## src/rtl/fpu_square_seq_if.sv

```systemverilog
`default_nettype none
// ============================================================================
// Module  : fpu_square_seq_if
// Brief   : Start/done handshake and result bundle for the FP32 squarer.
// Revision: 1.0 - initial release
// ============================================================================
interface fpu_square_seq_if;
    logic        start;
    logic [31:0] a;
    logic        busy;
    logic        done;
    logic [31:0] z;
    logic [7:0]  status;

    modport master (output start, a, input busy, done, z, status);
    modport slave  (input start, a, output busy, done, z, status);
endinterface
`default_nettype wire

```

## src/rtl/fpu_square_seq.sv

```systemverilog
`default_nettype none
// ============================================================================
// Module  : fpu_square_seq
// Brief   : Multi-cycle FP32 squarer, shift-add multiply, RNE rounding.
// Revision: 1.0 - initial release
// ============================================================================
module fpu_square_seq (
    input  wire logic        clk,
    input  wire logic        rst,
    fpu_square_seq_if.slave  bus
);
    localparam logic [2:0] S_IDLE   = 3'd0;
    localparam logic [2:0] S_UNPACK = 3'd1;
    localparam logic [2:0] S_MUL    = 3'd2;
    localparam logic [2:0] S_NORM   = 3'd3;
    localparam logic [2:0] S_ROUND  = 3'd4;
    localparam logic [2:0] S_DONE   = 3'd5;

    localparam logic [31:0] c_QNAN = 32'h7FC00000;
    localparam logic [31:0] c_INF  = 32'h7F800000;

    logic [2:0]        r_state;
    logic [30:0]       r_a;
    logic [47:0]       r_mcand;
    logic [23:0]       r_mplier;
    logic [47:0]       r_acc;
    logic [4:0]        r_cnt;
    logic signed [9:0] r_exp;
    logic [23:0]       r_mant;
    logic              r_guard;
    logic              r_sticky;
    logic              r_busy;
    logic              r_done;
    logic [31:0]       r_z;
    logic [7:0]        r_status;

    logic [7:0]        w_exp_in;
    logic [22:0]       w_frac_in;
    logic              w_round_up;
    logic [24:0]       w_mant_sum;
    logic signed [9:0] w_exp_rnd;
    logic [22:0]       w_mant_fin;
    logic              w_inexact;

    assign w_exp_in   = r_a[30:23];
    assign w_frac_in  = r_a[22:0];
    assign w_round_up = r_guard & (r_sticky | r_mant[0]);
    assign w_mant_sum = {1'b0, r_mant} + {24'd0, w_round_up};
    // A carry out of the rounded mantissa renormalizes to 1.0 one binade up.
    assign w_exp_rnd  = r_exp + $signed({9'd0, w_mant_sum[24]});
    assign w_mant_fin = w_mant_sum[24] ? 23'd0 : w_mant_sum[22:0];
    assign w_inexact  = r_guard | r_sticky;

    always_ff @(posedge clk) begin
        if (rst) begin
            r_state  <= S_IDLE;
            r_a      <= '0;
            r_mcand  <= '0;
            r_mplier <= '0;
            r_acc    <= '0;
            r_cnt    <= '0;
            r_exp    <= '0;
            r_mant   <= '0;
            r_guard  <= 1'b0;
            r_sticky <= 1'b0;
            r_busy   <= 1'b0;
            r_done   <= 1'b0;
            r_z      <= '0;
            r_status <= '0;
        end else begin
            case (r_state)
                S_IDLE: begin
                    if (bus.start) begin
                        r_a     <= bus.a[30:0];
                        r_busy  <= 1'b1;
                        r_state <= S_UNPACK;
                    end
                end
                S_UNPACK: begin
                    r_mcand  <= {24'd0, 1'b1, w_frac_in};
                    r_mplier <= {1'b1, w_frac_in};
                    r_acc    <= '0;
                    r_cnt    <= '0;
                    r_exp    <= {1'b0, w_exp_in, 1'b0} - 10'd127;
                    if (w_exp_in == 8'd0) begin
                        // Denormal inputs square far below the normal range.
                        r_z      <= '0;
                        r_status <= (w_frac_in == 23'd0) ? 8'h01 : 8'h29;
                        r_done   <= 1'b1;
                        r_state  <= S_DONE;
                    end else if (w_exp_in == 8'hFF) begin
                        r_z      <= (w_frac_in == 23'd0) ? c_INF : c_QNAN;
                        r_status <= (w_frac_in == 23'd0) ? 8'h02 :
                                    (w_frac_in[22] ? 8'h00 : 8'h04);
                        r_done   <= 1'b1;
                        r_state  <= S_DONE;
                    end else begin
                        r_state  <= S_MUL;
                    end
                end
                S_MUL: begin
                    if (r_mplier[0]) begin
                        r_acc <= r_acc + r_mcand;
                    end
                    r_mcand  <= r_mcand << 1;
                    r_mplier <= r_mplier >> 1;
                    r_cnt    <= r_cnt + 5'd1;
                    if (r_cnt == 5'd23) begin
                        r_state <= S_NORM;
                    end
                end
                S_NORM: begin
                    if (r_acc[47]) begin
                        r_mant   <= r_acc[47:24];
                        r_guard  <= r_acc[23];
                        r_sticky <= |r_acc[22:0];
                        r_exp    <= r_exp + 10'sd1;
                    end else begin
                        r_mant   <= r_acc[46:23];
                        r_guard  <= r_acc[22];
                        r_sticky <= |r_acc[21:0];
                    end
                    r_state <= S_ROUND;
                end
                S_ROUND: begin
                    if (w_exp_rnd >= 10'sd255) begin
                        r_z      <= c_INF;
                        r_status <= 8'h32;
                    end else if (w_exp_rnd <= 10'sd0) begin
                        r_z      <= '0;
                        r_status <= 8'h29;
                    end else begin
                        r_z      <= {1'b0, w_exp_rnd[7:0], w_mant_fin};
                        r_status <= {2'b00, w_inexact, 5'b00000};
                    end
                    r_done  <= 1'b1;
                    r_state <= S_DONE;
                end
                S_DONE: begin
                    r_done  <= 1'b0;
                    r_busy  <= 1'b0;
                    r_state <= S_IDLE;
                end
                default: begin
                    r_state <= S_IDLE;
                end
            endcase
        end
    end

    assign bus.busy   = r_busy;
    assign bus.done   = r_done;
    assign bus.z      = r_z;
    assign bus.status = r_status;
endmodule
`default_nettype wire

```

## src/flat_wrapper.sv

```systemverilog
// flat-port wrapper written by rule: the top's interface ports become plain ports
module fpu_square_seq_flat 
  (clk, rst, bus_start, bus_a, bus_busy, bus_done, bus_z, bus_status);
  fpu_square_seq_if bus_i ();
  input  wire logic clk;
  input  wire logic rst;
  input wire logic [$bits(bus_i.start)-1:0] bus_start;
  input wire logic [$bits(bus_i.a)-1:0] bus_a;
  output wire logic [$bits(bus_i.busy)-1:0] bus_busy;
  output wire logic [$bits(bus_i.done)-1:0] bus_done;
  output wire logic [$bits(bus_i.z)-1:0] bus_z;
  output wire logic [$bits(bus_i.status)-1:0] bus_status;
  assign bus_i.start = bus_start;
  assign bus_i.a = bus_a;
  assign bus_busy = bus_i.busy;
  assign bus_done = bus_i.done;
  assign bus_z = bus_i.z;
  assign bus_status = bus_i.status;
  fpu_square_seq u_core (.clk(clk), .rst(rst), .bus(bus_i));
endmodule
```

## config.mk

```make
export PLATFORM = sky130hd
export DESIGN_NAME = fpu_square_seq_flat
export DESIGN_NICKNAME = d
export VERILOG_FILES = /design/src/rtl/fpu_square_seq_if.sv /design/src/rtl/fpu_square_seq.sv /design/src/flat_wrapper.sv
export SDC_FILE = /design/constraint.sdc
export NUM_CORES = 1
export LEC_CHECK = 0
export BUFFER_PORTS_ARGS = -buffer_cell sky130_fd_sc_hd__buf_2
export CAP_MARGIN = 20
export CELL_PAD_IN_SITES_DETAIL_PLACEMENT = 1
export CELL_PAD_IN_SITES_GLOBAL_PLACEMENT = 1
export CORE_MARGIN = 2
export CORE_UTILIZATION = 46
export CTS_CLUSTER_DIAMETER = 60
export DETAILED_ROUTE_END_ITERATION = 12
export PLACE_DENSITY = 0.92
export SLEW_MARGIN = 40
export SYNTH_ARGS = -nofsm -noshare
export SYNTH_HDL_FRONTEND = slang
export SYNTH_SLANG_ARGS = --single-unit
```

## constraint.sdc

```tcl
create_clock -name clk -period 5.3 [get_ports clk]
set_input_delay 1.06 -clock clk [delete_from_list [all_inputs] [get_ports clk]]
set_output_delay 1.06 -clock clk [all_outputs]
set_load 0.1 [all_outputs]
```

# ---- Word level (Yosys, flattened, before mapping)
# Index checks and enable logic that the tools add are counted.
dict set report totals {
  register_bits 237
  in_bits 35
}
dict set report op_classes {
  add_sub_neg 6
  n_mux 35
  bitwise_logic 3
  eq_ne 12
  reduce_logical 17
  magnitude_cmp 2
}
# cell count
set op_table {}
lappend op_table {{$pmux W48 S2} 2}
lappend op_table {{$mux W32} 3}
lappend op_table {{$pmux W32 S2} 1}
lappend op_table {{$add A48 B48 Y48} 1}
lappend op_table {{$mux W48} 1}
lappend op_table {{$pmux W24 S2} 1}
lappend op_table {{$mux W23} 2}
lappend op_table {{$mux W8} 4}
lappend op_table {{$mux W31} 1}
lappend op_table {{$add A24 B1 Y25} 1}
lappend op_table {{$mux W24} 1}
lappend op_table {{$logic_not A23 Y1} 1}
lappend op_table {{$reduce_or A23 Y1} 1}
lappend op_table {{$reduce_or A22 Y1} 1}
lappend op_table {{$pmux W10 S2} 1}
lappend op_table {{$pmux W8 S2} 1}
lappend op_table {{$mux W3} 5}
lappend op_table {{$pmux W3 S5} 1}
lappend op_table {{$reduce_and A2 Y1} 7}
lappend op_table {{$mux W6} 2}
lappend op_table {{$add A10 B2 Y10} 1}
lappend op_table {{$add A10 B2 Y10 const B} 1}
lappend op_table {{$ge A10 B9 Y1 const B} 1}
lappend op_table {{$le A10 B1 Y1 const B} 1}
lappend op_table {{21 further kinds} 33}

# ---- Longest topological paths before layout
# Gate-level depths: netlist (run 1).
dict set report logic_depth {
  depth_word 8
  mapped_depth 20
  depth_no_buf 19
}

# ---- Worst setup path before layout (run 1)
# Ideal clock, no wire load.
dict set report synth_path {
  path_type {register to register}
  from {register u_core.r_sticky}
  to {register u_core.r_z[10] (netlist: u_core.bus.z[10])}
  setup_ps 68
  period_less_slack_ps 3846
  arrival_time_ps 3778
  t_required_ps 5232
  stages_incl_launch_ff 20
  n_path_buf 1
  path_slack_ps 1454
  path_cell_list {dfxtp_1 o21a_1 ha_1 ha_1 and3_1 nand3_1 nor3_1 and4_1 and3_1 ha_1 nand3_1 or2_2 nor2_1 xnor2_1 o31ai_1 or4_1 nor2_2 buf_4 a22oi_1 nor2_1}
}
dict set report synth_via {
  elab_chain_len 8
  elab_cells_between_ends 10
  classes_between {add/sub (2); order compare (2); mux (4); bitwise (2)}
}
# item line
set synth_lines {}
lappend synth_lines {{from (decl)} fpu_square_seq.sv:31} ;# logic r_sticky;
lappend synth_lines {{from (signal assigned)} fpu_square_seq.sv:116} ;# r_sticky <= |r_acc[22:0];
lappend synth_lines {{from (signal assigned)} fpu_square_seq.sv:121} ;# r_sticky <= |r_acc[21:0];
lappend synth_lines {{$or A1 B1 Y1 (*)} fpu_square_seq.sv:47} ;# assign w_round_up = r_guard & (r_sticky | r_mant[0]);
lappend synth_lines {{$and A1 B1 Y1 (*)} fpu_square_seq.sv:47}
lappend synth_lines {{$add A24 B1 Y25 (*)} fpu_square_seq.sv:48} ;# assign w_mant_sum = {1'b0, r_mant} + {24'd0, w_round_up};
lappend synth_lines {{$add A10 B2 Y10} fpu_square_seq.sv:50} ;# assign w_exp_rnd = r_exp + $signed({9'd0, w_mant_sum[24]});
lappend synth_lines {{$le A10 B1 Y1} fpu_square_seq.sv:129} ;# end else if (w_exp_rnd <= 10'sd0) begin
lappend synth_lines {{$mux W31} fpu_square_seq.sv:129}
lappend synth_lines {{$mux W32 (*)} fpu_square_seq.sv:126} ;# if (w_exp_rnd >= 10'sd255) begin
lappend synth_lines {{$pmux W32 S2 (*)} fpu_square_seq.sv:71} ;# case (r_state)
lappend synth_lines {{to (signal assigned)} fpu_square_seq.sv:92} ;# r_z <= (w_frac_in == 23'd0) ? c_INF : c_QNAN;
lappend synth_lines {{to (signal assigned)} fpu_square_seq.sv:127} ;# r_z <= c_INF;
lappend synth_lines {{to (signal assigned)} fpu_square_seq.sv:133} ;# r_z <= {1'b0, w_exp_rnd[7:0], w_mant_fin};
lappend synth_lines {{to (decl)} fpu_square_seq.sv:34} ;# logic [31:0] r_z;
# Mark *: on every way between the ends. The rest lies on a longest branch, timed or not.
# A chain may end at the register's enable or synchronous reset.

# ---- Worst setup path after layout (run 1)
dict set report layout_path {
  from {register u_core.r_sticky}
  to {register u_core.r_z[16] (netlist: u_core.bus.z[16])}
}
# Same word-level chain as after synthesis.

==> impl_metrics.env, run 1 <==
export IMPL_status="completed"
export IMPL_cp_required_ps=5720
export IMPL_finalMaxSlewViolations=0
export IMPL_grt_pass1_vias=11840
export IMPL_clkPwrFrac_pct=41.2
export IMPL_hold_buffers=0
export IMPL_worstSetupStartpointType="flop"
export IMPL_dpl_hpwl_um=24140
export IMPL_grtUsageMet3_pct=2.281
export IMPL_place_area_um2=12630
export IMPL_antenna_found_initial=0
export IMPL_p_sw_uw=1550
export IMPL_vias=11570
export IMPL_fillers=3149
export IMPL_yosysSeqAreaShare_pct=38.58
export IMPL_die_w_um=166.5
export IMPL_vdd_ir_drop_max_v=0.0003009
export IMPL_ys_ff_latch=234
export IMPL_worstSkewPairLatency_ps=570
export IMPL_grt_usage_pct=25.52
export IMPL_clkTransAtPathRegs_ps=60
export IMPL_initial_core_util_pct=46.73
export IMPL_worstPathMaxFanout=22
export IMPL_cts_buffers=30
export IMPL_dieArea_um2=27710
export IMPL_drt_pass1_iter_count=6
export IMPL_avgRoutedWirePerCell_um=19.78
export IMPL_fin_area_um2=13590
export IMPL_grt_max_degree=119
export IMPL_overflow=0
export IMPL_routed_via_density=6.212
export IMPL_async_flop_share_pct=0
export IMPL_crit_type="flop to flop"
export IMPL_avgSynthCellArea_um2=8.127
export IMPL_wirelength_um=36840
export IMPL_drtIter0Drc=814
export IMPL_postCtsSetupBuffers=0
export IMPL_root_buffer="clkbuf_16"
export IMPL_synth_cells=1494
export IMPL_synth_cell_types=74
export IMPL_io_buffers=72
export IMPL_p_leak_uw=0.005328
export IMPL_cts_buffer_depth=3
export IMPL_place_congestion=0.8345
export IMPL_hold_viol=0
export IMPL_netSwitchingFraction_pct=32.65
export IMPL_synth_ff_type="dfxtp_1"
export IMPL_ios=77
export IMPL_worstMarginPinSlew_ps=800.8
export IMPL_grt_met2_usage_pct=46.30
export IMPL_min_delay_path_class="flop to flop"
export IMPL_grtUsageMet1_pct=31.67
export IMPL_cts_tree="yes"
export IMPL_setup_viol=0
export IMPL_grt_pass1_wl_um=60180
export IMPL_setup_tns_ps=0
export IMPL_p_int_uw=3199
export IMPL_netlist_area_um2=12140
export IMPL_fin_crit_sh_pct=91.22
export IMPL_maxCapViolCount=0
export IMPL_relSlewSlack_pct=46.28
export IMPL_ant_nets=0
export IMPL_cp_arrival_ps=5260
export IMPL_grt_busiest_layer="met2"
export IMPL_fp_row_count=59
export IMPL_drc=0
export IMPL_skew_ps=27.61
export IMPL_synth_edf_count=0
export IMPL_seqCellArea_um2=4684
export IMPL_htreeDepth=1
export IMPL_pwr_density_cell_nw_per_um2=349.3
export IMPL_max_freq_mhz=206.8
export IMPL_power_share_sequential_pct=41.4
export IMPL_period_minus_slack_ps=4835
export IMPL_post_cts_resized=0
export IMPL_die_y_um=166.5
export IMPL_drive_gt1_share_pct=10.41
export IMPL_core_area_um2=25980
export IMPL_nNetsFinal=1597
export IMPL_ys_warn_count=0
export IMPL_diodes=0
export IMPL_clock_sinks=234
export IMPL_rsz0062_at_grt="no"
export IMPL_pwr_share_comb_pct=17.5
export IMPL_multi_input_comb_area_um2=7007
export IMPL_critPathCaptureType="flop"
export IMPL_areaGrowthSynthToFinish_pct=11.96
[cell type report]
| type | instances | area share (%) |
|---|---|---|
| clock buffers | 44 | 6.351 |
| clock inverters | 10 | 0.6627 |
| inverters | 16 | 0.4418 |
| multi-input cells | 1138 | 51.54 |
| flip-flops and latches | 234 | 34.46 |
| well taps | 335 | 3.083 |
| repair buffers | 85 | 3.461 |
[routing by layer]
layer	part of all wire, %	vias to the layer above
met5	0	-
met2	50	301
met4	3.4	0
met1	42	5731
li1	-	5444
met3	4.2	90
[cell usage after synthesis, types with 4 or more instances]
cell      number  share of area, %
xor2_1        26               1.9
buf_2          9              0.37
a31oi_1       10              0.52
ha_1          56               5.8
mux2i_1       24               2.0
or3_1          7              0.36
o211ai_1       4              0.25
a22oi_1       50               3.1
a21oi_1      134               5.5
nor2b_1        5              0.26
and3_1        35               1.8
nor3_1        24              0.99
nor4_1        14              0.72
or2_2          5              0.26
nand2_1      172               5.3
nand2b_1       9              0.46
a311oi_1       4              0.29
a211oi_1      37               2.3
nand4_1       23               1.2
dfxtp_1      234                39
a21o_1        26               1.6
inv_1         16              0.49
buf_4          5              0.31
clkbuf_1      84               2.6
xnor2_1       42               3.0
o31ai_1        8              0.49
o21ai_0       52               2.1
o22ai_1        4              0.21
o21a_1        11              0.68
buf_1          9              0.28
nand3_1       61               2.5
a221oi_1      44               3.2
o21bai_1      10              0.62
nor2_1       183               5.7
nand3b_1       5              0.31
[path summary, 6_finish.rpt]
kind | startpoint | end | slack, ps | cells past startpoint
worst min register to register | u_core.bus.z[27]$_SDFFE_PP0P_ | u_core.bus.z[27]$_SDFFE_PP0P_ | 450 | 2
worst max-delay path | u_core.r_sticky$_SDFFE_PP0P_ | u_core.bus.z[16]$_SDFFE_PP0P_ | 470 | 19
worst min-delay path | u_core.bus.z[27]$_SDFFE_PP0P_ | u_core.bus.z[27]$_SDFFE_PP0P_ | 450 | 2
worst max register to register | u_core.r_sticky$_SDFFE_PP0P_ | u_core.bus.z[16]$_SDFFE_PP0P_ | 470 | 19
[flip-flops by register name (all words and copies together), names as in the netlist, 6 cells and up]
register and count:
u_core.bus.status 6, u_core.r_mplier 24, u_core.r_acc 48, u_core.r_a 31
u_core.r_mant 24, u_core.r_exp 10, u_core.r_mcand 48, u_core.bus.z 31
[power groups by stage]
stage	clock, uW	sequential [uW]	combinational (uW)
after floorplan	0	2120	485
after global placement	0	1990	779
after detailed placement	0	2000	809
after CTS	1970	1960	824
after global routing	2030	1980	902
final	1950	1970	829
[cells by family (layout without fill, tap and decap cells)]
group | Yosys count | count (layout) | share of synthesized area [%]
simple gates | 557 | 557 | 20.71
compound gates | 429 | 429 | 23.76
flops | 234 | 234 | 38.58
buf+inv | 124 | 155 | 4.091
xor+xnor | 68 | 68 | 4.905
fa+ha+maj | 57 | 57 | 5.936
mux | 24 | 24 | 1.979
other cells | 1 | 3 | 0.03089
[critical path: stages, from the launching register on]
cell	delay [ps]
dfxtp_1	360
o21a_1	140
ha_1	210
ha_1	210
and3_1	210
nand3_1	180
nor3_1	550
and4_1	340
and3_1	250
ha_1	200
nand3_1	140
or2_2	360
xor2_1	240
nand3_1	110
o31ai_1	420
or4_1	220
nor2_2	40
buf_4	210
a22oi_1	210
nor2_1	70
[layout by cell type, fill, tap and decap left out, types with 44 or more instances in the layout]
| cell | count |
|---|---|
| nand2_1 | 171 |
| dfxtp_1 | 234 |
| buf_2 | 71 |
| ha_1 | 56 |
| nor2_1 | 181 |
| nand3_1 | 61 |
| a21oi_1 | 133 |
| a221oi_1 | 44 |
| o21ai_0 | 52 |
| a22oi_1 | 50 |
[through the flow]
step	power (uW)	worst slack (ps)	util [%]	hold WS, ps	cells
after floorplan	2603	1454	-	444.7	1496
after global placement	2769	799.6	48.59	440.1	1808
after detailed placement	2807	537.5	48.62	443.6	1808
after CTS	4761	440.5	52.29	451.0	1862
after global routing	4914	100.7	52.32	472.1	1862
final	4749	465.5	52.32	445.6	1862
Power figures use the tool's default switching activity.
==> run 2: changes to the inputs <==
--- a/config.mk
+++ b/config.mk
@@ -14,6 +14,7 @@
 export CTS_CLUSTER_DIAMETER = 60
 export DETAILED_ROUTE_END_ITERATION = 12
 export PLACE_DENSITY = 0.92
+export RECOVER_POWER = 25
 export SLEW_MARGIN = 40
 export SYNTH_ARGS = -nofsm -noshare
 export SYNTH_HDL_FRONTEND = slang
==> constraint.sdc (replaced) <==
create_clock -name clk -period 5.25 [get_ports clk]
set_input_delay 1.05 -clock clk [delete_from_list [all_inputs] [get_ports clk]]
set_output_delay 1.05 -clock clk [all_outputs]
set_load 0.1 [all_outputs]
==> run 2 against run 1 <==
Compared with the run above:
- the flow now finishes with violations (capacitance limit, slew limit)
- first-iteration DRC count down 2.3%
- via count up 0.43%
- clock skew down 17 ps
- hold slack better by 7.2 ps
- core utilization down 0.34 points
- combinational power about the same
- register-to-register slack worse by 130 ps
- sequential share of layout area up 0.23 points
- clock power down 3%
- count of clock-buffer cells in the layout down 6
- die area unchanged
- setup slack worse by 130 ps
- highest routed layer unchanged
==> impl_metrics.env, run 2 (synthesized netlist as in run 1, its figures left out) <==
export IMPL_core_area_um2=25980
export IMPL_drt_pass1_iter_count=5
export IMPL_dieArea_um2=27710
export IMPL_cts_buffers=29
export IMPL_path_common_cell="ha_1"
export IMPL_place_congestion=0.8458
export IMPL_dpl_hpwl_um=24220
export IMPL_maxCapViolCount=2
export IMPL_clock_sinks=234
export IMPL_vdd_ir_drop_max_v=0.0003223
export IMPL_wirelength_um=37000
export IMPL_cts_buffer_depth=3
export IMPL_htreeDepth=1
export IMPL_grt_max_degree=128
export IMPL_fp_row_count=59
export IMPL_drc=0
export IMPL_rsz0062_at_grt="no"
export IMPL_vias=11620
export IMPL_fillers=3155
export IMPL_grt_usage_pct=25.61
export IMPL_worstSkewPairLatency_ps=560
export IMPL_ant_nets=0
export IMPL_routed_via_density=6.252
export IMPL_hold_buffers=0
export IMPL_drtIter0Drc=795
export IMPL_final_util_pct=51.97
export IMPL_avgRoutedWirePerCell_um=19.91
export IMPL_grt_pass1_vias=12020
export IMPL_critical_path_slowest_cell="or4_1"
export IMPL_layout_commonest_cell="dfxtp_1"
export IMPL_finalMaxSlewViolations=147
export IMPL_place_area_um2=12620
export IMPL_reg_top3="u_core.r_acc: 48 flops, u_core.r_mcand: 48 flops"
export IMPL_die_y_um=166.5
export IMPL_min_delay_path_class="flop to flop"
export IMPL_ios=77
export IMPL_p_leak_uw=0.005259
export IMPL_diodes=0
export IMPL_cp_cell_sequence="o21a_1, ha_1, ha_1, and3_1, nand3_1, nor3_2, and4_1, and3_1, ha_1, nand3_1, or2_2, nor2_1, xnor2_1, o31ai_1, or4_1, nor2_4, a22oi_1, nor2_1"
export IMPL_hold_viol=0
export IMPL_skew_ps=10.49
export IMPL_clkTransAtPathRegs_ps=60
export IMPL_worstPathMaxFanout=22
export IMPL_cts_tree="yes"
export IMPL_worstMarginPinSlew_ps=3765
export IMPL_violations="capacitance limit, slew limit"
export IMPL_status="finished, violations left"
export IMPL_critPathCaptureType="flop"
export IMPL_setup_tns_ps=0
export IMPL_grt_pass1_wl_um=60420
export IMPL_crit_type="flop to flop"
export IMPL_setup_viol=0
export IMPL_stdcell_count=1858
export IMPL_drive_gt1_share_pct=9.718
export IMPL_postCtsSetupBuffers=0
export IMPL_pwr_density_cell_nw_per_um2=348.6
export IMPL_initial_core_util_pct=46.73
export IMPL_max_freq_mhz=203.4
export IMPL_worstSetupStartpointType="flop"
export IMPL_cp_arrival_ps=5400
export IMPL_overflow=0
export IMPL_relSlewSlack_pct=-151.0
export IMPL_cp_slowest_stage_delay_ps=520
export IMPL_io_buffers=72
export IMPL_antenna_found_initial=0
export IMPL_cp_required_ps=5730
export IMPL_die_w_um=166.5
export IMPL_areaGrowthSynthToFinish_pct=11.23
export IMPL_fin_area_um2=13510
export IMPL_layout_common_cells="dfxtp_1 (234), nor2_1 (182), nand2_1 (172)"
export IMPL_fin_crit_sh_pct=93.64
export IMPL_period_minus_slack_ps=4916
export IMPL_nNetsFinal=1594
export IMPL_root_buffer="clkbuf_16"
export IMPL_total_power_uw=4708
export IMPL_place_inst=1806
[run 2: cell types whose count changed in the layout (fill, tap and decap cells not counted), sizes merged]
cell,change
clkinvlp,+2
clkinv,+2
buf,-8
[run 2: metal layers]
layer / track usage (%) / share of wire, % / vias to the layer above
met2: 46.19 / 50 / 331
met5: 0 / 0 / -
met3: 4.206 / 4.9 / 109
li1: - / - / 5436
met4: 10.49 / 3.6 / 0
met1: 30.17 / 41 / 5740
[run 2: final cells by class]
cell class | instances | area [um^2] | share of cell area, %
Clock buffer | 38 | 789.5 | 5.846
Inverter | 16 | 60.06 | 0.4447
Timing Repair Buffer | 83 | 436.7 | 3.233
Sequential cell | 234 | 4684 | 34.69
Multi-Input combinational cell | 1138 | 7005 | 51.87
Tap cell | 335 | 419.2 | 3.104
Clock inverter | 14 | 110.1 | 0.8153
[run 2: path summary, 6_finish.rpt]
path                                 startpoint                       endpoint  slack, ps  cells after the start
setup / recovery   u_core.r_sticky$_SDFFE_PP0P_   u_core.bus.z[2]$_SDFFE_PP0P_        330                     18
hold / removal    u_core.bus.z[27]$_SDFFE_PP0P_  u_core.bus.z[27]$_SDFFE_PP0P_        450                      2
setup reg to reg   u_core.r_sticky$_SDFFE_PP0P_   u_core.bus.z[2]$_SDFFE_PP0P_        330                     18
hold reg to reg   u_core.bus.z[27]$_SDFFE_PP0P_  u_core.bus.z[27]$_SDFFE_PP0P_        450                      2
[run 2: stage by stage]
stage               hold slack, ps  setup slack [ps]
finish                       452.8             334.0
global route                 478.1             52.09
CTS                          455.0             174.0
detailed placement           447.0             63.90
global placement             439.3             368.8
floorplan                    444.7              1404
[run 2: report_power, final]
part | leakage (uW) | internal [uW] | switching (uW)
sequential | 0.00189 | 1880 | 115
combinational | 0.00293 | 201 | 626
clock | 0.000433 | 1070 | 819
[run 2: what timing repair did]
item	4_1_cts	5_1_grt
setup endpoints to repair	4	22
gates resized for setup	1	1
gates cloned	0	0
[run 2: worst max-delay path, delay by kind of cell (launching register included)]
family,cells,cell delay (ps)
XOR/XNOR,1,160
adder cells (fa/ha/maj),3,680
AO/OA/AOI/OAI,3,480
AND/OR/NAND/NOR,11,3130
flip-flops,1,370
